$ cat config.mk
export PLATFORM = sky130hd
export DESIGN_NAME = cm_config_scheduler
export DESIGN_NICKNAME = d
export VERILOG_FILES = /design/src/rtl/cm_cfg_pkg.sv /design/src/rtl/cm_blank_window.sv /design/src/rtl/cm_config_scheduler.sv
export SDC_FILE = /design/constraint.sdc
export NUM_CORES = 1
export LEC_CHECK = 0
export ABC_AREA = 1
export BUFFER_PORTS_ARGS = -buffer_cell sky130_fd_sc_hd__buf_2
export CAP_MARGIN = 15
export CORE_UTILIZATION = 40
export CTS_CLUSTER_SIZE = 8
export DETAILED_ROUTE_END_ITERATION = 7
export GPL_TIMING_DRIVEN = 0
export PLACE_DENSITY = 0.68
export SYNTH_ARGS = -nofsm -noshare
export SYNTH_HDL_FRONTEND = slang
export SYNTH_SLANG_ARGS = --single-unit
$ cat constraint.sdc
create_clock -name Clk -period 3.4 [get_ports Clk]
set_input_delay 0.51 -clock Clk [delete_from_list [all_inputs] [get_ports Clk]]
set_output_delay 0.51 -clock Clk [all_outputs]
set_load 0.005 [all_outputs]
$ cat src/rtl/cm_cfg_pkg.sv
// Shared definitions for the color-manager config scheduler: FSM encoding,
// requester IDs and the boot-default register table (used when
// CM_BOOT_DEFAULTS_EN is defined).
package cm_cfg_pkg;

  typedef enum logic [1:0] {
    ST_BOOT = 2'd0,
    ST_IDLE = 2'd1,
    ST_XFER = 2'd2
  } cm_state_t;

  localparam int BOOT_DEPTH = 4;

  localparam logic REQ_S0 = 1'b0;
  localparam logic REQ_S1 = 1'b1;

  // Boot table address: porch registers live at addresses 0..3
  function automatic int boot_addr(input int idx);
    case (idx)
      0:       boot_addr = 0;
      1:       boot_addr = 1;
      2:       boot_addr = 2;
      3:       boot_addr = 3;
      default: boot_addr = 0;
    endcase
  endfunction

  // Boot table data: H back porch, H front porch, V back porch, V front porch
  function automatic int boot_data(input int idx);
    case (idx)
      0:       boot_data = 48;
      1:       boot_data = 16;
      2:       boot_data = 33;
      3:       boot_data = 10;
      default: boot_data = 0;
    endcase
  endfunction

endpackage

$ cat src/rtl/cm_blank_window.sv
// Vertical-blanking commit window: registers VSync, detects the transition
// into the active level and holds window_open high for BLANK_CYCLES cycles.
module cm_blank_window #(
  parameter int   BLANK_CYCLES    = 64,
  parameter int   BLANK_CNT_WIDTH = 7,
  parameter logic VSYNC_ACTIVE    = 1'b0
) (
  input  logic clk,
  input  logic rst,
  input  logic vsync,
  output logic window_open
);

  logic                       vsync_p0;
  logic                       vsync_p1;
  logic                       vs_edge;
  logic [BLANK_CNT_WIDTH-1:0] cnt;

  assign vs_edge = (vsync_p0 == VSYNC_ACTIVE) && (vsync_p1 != VSYNC_ACTIVE);

  // Stage p0: synchronising register; stage p1: history for edge detection
  always_ff @(posedge clk) begin
    if (rst) begin
      vsync_p0 <= ~VSYNC_ACTIVE;
      vsync_p1 <= ~VSYNC_ACTIVE;
    end else begin
      vsync_p0 <= vsync;
      vsync_p1 <= vsync_p0;
    end
  end

  // Window counter: load on edge, count down, open while counter is 1..BLANK_CYCLES
  always_ff @(posedge clk) begin
    if (rst) begin
      cnt         <= '0;
      window_open <= 1'b0;
    end else if (vs_edge) begin
      cnt         <= BLANK_CNT_WIDTH'(BLANK_CYCLES);
      window_open <= 1'b1;
    end else if (cnt != '0) begin
      cnt         <= cnt - 1'b1;
      window_open <= (cnt != BLANK_CNT_WIDTH'(1));
    end else begin
      window_open <= 1'b0;
    end
  end

endmodule

$ cat src/rtl/cm_config_scheduler.sv
// Color-manager config bus scheduler: round-robin arbitration of two write
// requesters onto the register-block bus, optionally gated to the vertical
// blanking window. Optional feature macro CM_BOOT_DEFAULTS_EN replays the
// boot-default porch table after reset before serving requesters.
module cm_config_scheduler
  import cm_cfg_pkg::*;
#(
  parameter int   C_ADDR_WIDTH    = 4,
  parameter int   C_DATA_WIDTH    = 16,
  parameter int   BLANK_CYCLES    = 64,
  parameter int   BLANK_CNT_WIDTH = 7,
  parameter logic VSYNC_ACTIVE    = 1'b0
) (
  input  logic                    Clk,
  input  logic                    rst,
  input  logic                    VSync,
  input  logic                    Frame_Sync_En,
  input  logic                    S0_Valid,
  input  logic [C_ADDR_WIDTH-1:0] S0_Addr,
  input  logic [C_DATA_WIDTH-1:0] S0_Data,
  output logic                    S0_Rdy,
  input  logic                    S1_Valid,
  input  logic [C_ADDR_WIDTH-1:0] S1_Addr,
  input  logic [C_DATA_WIDTH-1:0] S1_Data,
  output logic                    S1_Rdy,
  output logic                    M_Valid,
  output logic [C_ADDR_WIDTH-1:0] M_Addr,
  output logic [C_DATA_WIDTH-1:0] M_Data,
  input  logic                    M_Rdy,
  output logic                    Window_Open,
  output logic                    Last_Grant,
  output logic                    Boot_Done
);

`ifdef CM_BOOT_DEFAULTS_EN
  localparam cm_state_t RESET_STATE = ST_BOOT;
`else
  localparam cm_state_t RESET_STATE = ST_IDLE;
`endif

  cm_state_t state;
  logic      xfer_id;
  logic      eligible;
  logic      grant_s1;
  logic      accept;

  cm_blank_window #(
    .BLANK_CYCLES    (BLANK_CYCLES),
    .BLANK_CNT_WIDTH (BLANK_CNT_WIDTH),
    .VSYNC_ACTIVE    (VSYNC_ACTIVE)
  ) u_blank_window (
    .clk         (Clk),
    .rst         (rst),
    .vsync       (VSync),
    .window_open (Window_Open)
  );

  // Arbitration: ready pulses in the same cycle as the accept decision
  always_comb begin
    eligible = (S0_Valid || S1_Valid) && (!Frame_Sync_En || Window_Open);
    grant_s1 = S1_Valid && (!S0_Valid || (Last_Grant == REQ_S0));
    accept   = !rst && (state == ST_IDLE) && eligible;
    S0_Rdy   = accept && !grant_s1;
    S1_Rdy   = accept && grant_s1;
  end

`ifdef CM_BOOT_DEFAULTS_EN
  logic [1:0] boot_idx;
  logic [1:0] boot_nxt;
  logic       boot_done_q;

  assign boot_nxt  = boot_idx + 2'd1;
  assign Boot_Done = boot_done_q;
`else
  assign Boot_Done = 1'b1;
`endif

  // Scheduler FSM: boot replay, accept one requester beat, hold it until M_Rdy
  always_ff @(posedge Clk) begin
    if (rst) begin
      state       <= RESET_STATE;
      M_Valid     <= 1'b0;
      M_Addr      <= '0;
      M_Data      <= '0;
      Last_Grant  <= REQ_S1;
      xfer_id     <= REQ_S0;
`ifdef CM_BOOT_DEFAULTS_EN
      boot_idx    <= '0;
      boot_done_q <= 1'b0;
`endif
    end else begin
      case (state)
`ifdef CM_BOOT_DEFAULTS_EN
        ST_BOOT: begin
          if (!M_Valid) begin
            M_Valid <= 1'b1;
            M_Addr  <= C_ADDR_WIDTH'(boot_addr(int'(boot_idx)));
            M_Data  <= C_DATA_WIDTH'(boot_data(int'(boot_idx)));
          end else if (M_Rdy) begin
            if (boot_idx == 2'(BOOT_DEPTH - 1)) begin
              M_Valid     <= 1'b0;
              boot_done_q <= 1'b1;
              state       <= ST_IDLE;
            end else begin
              boot_idx <= boot_nxt;
              M_Addr   <= C_ADDR_WIDTH'(boot_addr(int'(boot_nxt)));
              M_Data   <= C_DATA_WIDTH'(boot_data(int'(boot_nxt)));
            end
          end
        end
`endif
        ST_IDLE: begin
          if (accept) begin
            M_Valid <= 1'b1;
            M_Addr  <= grant_s1 ? S1_Addr : S0_Addr;
            M_Data  <= grant_s1 ? S1_Data : S0_Data;
            xfer_id <= grant_s1 ? REQ_S1 : REQ_S0;
            state   <= ST_XFER;
          end
        end
        ST_XFER: begin
          if (M_Rdy) begin
            M_Valid    <= 1'b0;
            Last_Grant <= xfer_id;
            state      <= ST_IDLE;
          end
        end
        default: state <= ST_IDLE;
      endcase
    end
  end

endmodule
==> flow_summary.yaml <==
global_route:
  met3_usage_pct: 4.623
  first_pass_grt_wire_length_um: 6320
  grtUsageMet1_pct: 20.83
  first_global_vias: 1531
  grt_start_max_net_pins: 11
  groute.usage.overall_pct: 18.50
  grt-busiest-layer: "met2"
  globalRoute.totalOverflow: 0
  grt_util_met2_pct: 32.70
  antenna_violations_before_repair: 0
die:
  initial_core_utilization_pct: 41.74
  die_x_um: 66.84
  io_pins: 73
  die-height_um: 66.84
  dieArea_um2: 4468
  core-area_um2: 4029
  placement_rows: 23
clock_tree:
  root_buffer: "clkbuf_8"
  cts_tree: "done"
  clkSinkCount: 35
  cts_resized: 0
  cts_made_buffers: 5
  clkLatencyLatePin_ps: 270
  post_cts_hold_buffer_count: 0
  postCtsSetupBuffers: 0
  ctsHtreeMaxLevel: 2
  clkSlewWorstSetupHoldPaths_ps: 70
  ctsLongestPathBuffers: 2
detailed_routing:
  post_drt_via_cell_ratio: 4.724
  via_total_after_detailed_routing: 1743
  drc: 0
  route.final.wire_length_um: 3984
  firstDrtPassIters: 4
  antenna_left: 0
  route.detailed.wl_per_inst_um: 10.80
  drtIter0Drc: 71
layout:
  area_growth_pct: 29.76
  share_of_final_layout_standard_cells_stronger_than_drive_strength_1_pct: 30.41
  number_of_diodes: 0
  final_cells: 369
  layout.nets: 369
  area.sequential_um2: 700.7
  layout.filler_cells: 432
  multi_input_comb_area_um2: 829.5
timing:
  fin_worst_skew_ps: 6.782
  finalHoldViolations: 0
  min_period_over_period_pct: 56.98
  worstMarginPinSlew_ps: 549.3
  worst_slew_margin_rel_pct: 63.38
  fmaxAchievable_mhz: 516.2
  timing_max_transition_violations_final: 0
  layout_min_cycle_time_ps: 1937
  finalSetupViolCount: 0
  grt_setup_unrepaired: "no"
  final.setup.tns_ps: 0
logic_synthesis:
  syn_nets: 292
  avgSynthCellArea_um2: 6.949
  postSynthRegisterBits: 35
  synth_seq_area_share_pct: 41.67
  number_of_standard_cells_after_synthesis: 242
  synth.distinct_cells: 26
  yosysWarningCount: 0
  mappedNetlistArea_um2: 1682
critical_path:
  critical_path_peak_fanout: 10
  worst_r2r_startpoint: "u_blank_window.cnt[0]"
  cp_num_cells: 8
  worst-path-buf-inv: 4
  critical_path_class: "register to output port"
  cp_common_cell: "nor2_1"
  critical-path-slowest-cell: "dfxtp_1"
  setup.reg_to_reg.worst_slack_ps: 2030
  crit-reg2reg-capture: "u_blank_window.cnt[1]"
  timing.critical_path.cells: "inv_1, nor2_1, nand2_2, nor2_4, inv_4, buf_6, nor2_1, buf_2"
  reg2regPathDepth: 7
  critical_path_required_ps: 2890
  timing.critical_path.max_delay_family: "simple AND/OR/NAND/NOR gates"
  critical_path.startpoint_type: "register"
  max_stage_delay_ps: 310
  worst_ep_arrival_time_ps: 1430
  timing.critical_path.to_type: "output port"
run_status:
  status: "finished clean"
placed_design:
  detailedPlacementHpwl_um: 3033
  finalWeightedCongestion: 0.7427
  post-place-cells: 362
  buffer_ports.inserted: 70
power_and_ir_drop:
  power.static_leakage_nw: 1.134
  cellPowerDensity_nw_per_um2: 599.2
  irDropWorstVdd_mv: 0.2594
min_path:
  worst_hold_path.endpoint: "u_blank_window.vsync_p0"
  worst_hold_path.num_cells: 2
  worst_hold_startpoint: "VSync"
  timing.hold.worst.class: "input port to register"
job:
  drv_cap: 0
registers in the layout (all words and copies together), names as in the netlist:
| register | cells |
|---|---|
| u_blank_window.window_open | 1 |
| u_blank_window.cnt | 7 |
| xfer_id | 1 |
| Last_Grant | 1 |
| M_Valid | 1 |
| state | 2 |
| u_blank_window.vsync_p0 | 1 |
| M_Data | 16 |
| M_Addr | 4 |
| u_blank_window.vsync_p1 | 1 |
layer usage:
layer	part of all wire [%]	routed length, um	vias up
met3	4.9	194	4
met5	0	0	-
met1	44	1766	777
li1	-	-	915
met2	50	1975	47
met4	1.2	47	0
through the flow:
stage                     setup slack [ps]  hold slack [ps]   power, W  utilization, %  cell area (um2)
after floorplan                       1678            411.7  0.0008833               -             1682
final                                 1463            412.1   0.001307           54.16             2182
after detailed placement              1502            432.9   0.001020           51.99             2095
after global placement                1488            428.4   0.001006           51.99             2095
after global routing                  1380            427.0   0.001409           54.16             2182
after CTS                             1449            407.0   0.001323           54.16             2182
cell type report:
cell class,count,area share (%)
buffer,14,4.358
clock buffer,6,3.784
clock inverter,1,0.2294
inverter,14,2.580
multi-input combinational,179,38.02
sequential,35,32.11
tap,50,2.867
timing repair buffer,70,16.06
synth_stat cells:
| library cell | count | area share [%] |
|---|---|---|
| a21boi_0 | 1 | 0.45 |
| a21oi_1 | 20 | 6.0 |
| a21oi_2 | 5 | 2.6 |
| buf_2 | 4 | 1.2 |
| buf_4 | 2 | 0.89 |
| buf_6 | 4 | 2.7 |
| clkbuf_1 | 4 | 0.89 |
| clkinv_2 | 1 | 0.30 |
| conb_1 | 1 | 0.22 |
| dfxtp_1 | 35 | 42 |
| ha_1 | 3 | 2.2 |
| inv_1 | 12 | 2.7 |
| inv_4 | 1 | 0.37 |
| nand2_1 | 98 | 22 |
| nand2_2 | 1 | 0.37 |
| nand3_1 | 27 | 8.0 |
| nand4_1 | 2 | 0.74 |
| nor2_1 | 10 | 2.2 |
| nor2_4 | 1 | 0.67 |
| nor3_1 | 2 | 0.60 |
| o21ai_0 | 2 | 0.60 |
| o31ai_1 | 1 | 0.45 |
| or2_1 | 1 | 0.37 |
| or2_2 | 1 | 0.37 |
| xnor2_1 | 1 | 0.52 |
| xor2_1 | 2 | 1.0 |
worst max-delay path by stage:
stage                        start     end  slack (ps)
after floorplan                rst  S1_Rdy        1680
after global placement    S1_Valid  S1_Rdy        1490
after detailed placement  S0_Valid  S1_Rdy        1500
after CTS                 state[0]  S1_Rdy        1450
after global routing      state[0]  S1_Rdy        1380
final                     state[0]  S1_Rdy        1460
report_power, final:
part,switching (W),total [W],internal [W]
logic,0.000268,0.000462,0.000194
clock network,0.000141,0.000300,0.000159
registers,0.0000543,0.000546,0.000491
total,0.000463,0.00131,0.000844
placed cells by master (no fill, tap or decap):
master	count
nand2_1	98
buf_2	74
dfxtp_1	35
nand3_1	27
a21oi_1	20
inv_1	12
nor2_1	10
clkbuf_8	6
a21oi_2	5
buf_6	4
clkbuf_1	4
ha_1	3
clkinv_2	2
nand4_1	2
o21ai_0	2
nor3_1	2
xor2_1	2
buf_4	2
nand2_2	1
or2_1	1
nor2_4	1
inv_4	1
or2_2	1
o31ai_1	1
xnor2_1	1
a21boi_0	1
conb_1	1
kinds of logic after synthesis:
logic type                 count (synthesis)  share of synthesized area, %
AOI/OAI and AO/OA                         29                         10.05
xor gates and xnor gates                   3                         1.563
buffers and inverters                     28                         9.002
and+or+nand+nor                          143                         35.27
adders and majority gates                  3                         2.232
other                                      1                        0.2230
DFF                                       35                         41.67
No activity file was read; power rests on OpenSTA's default activity.
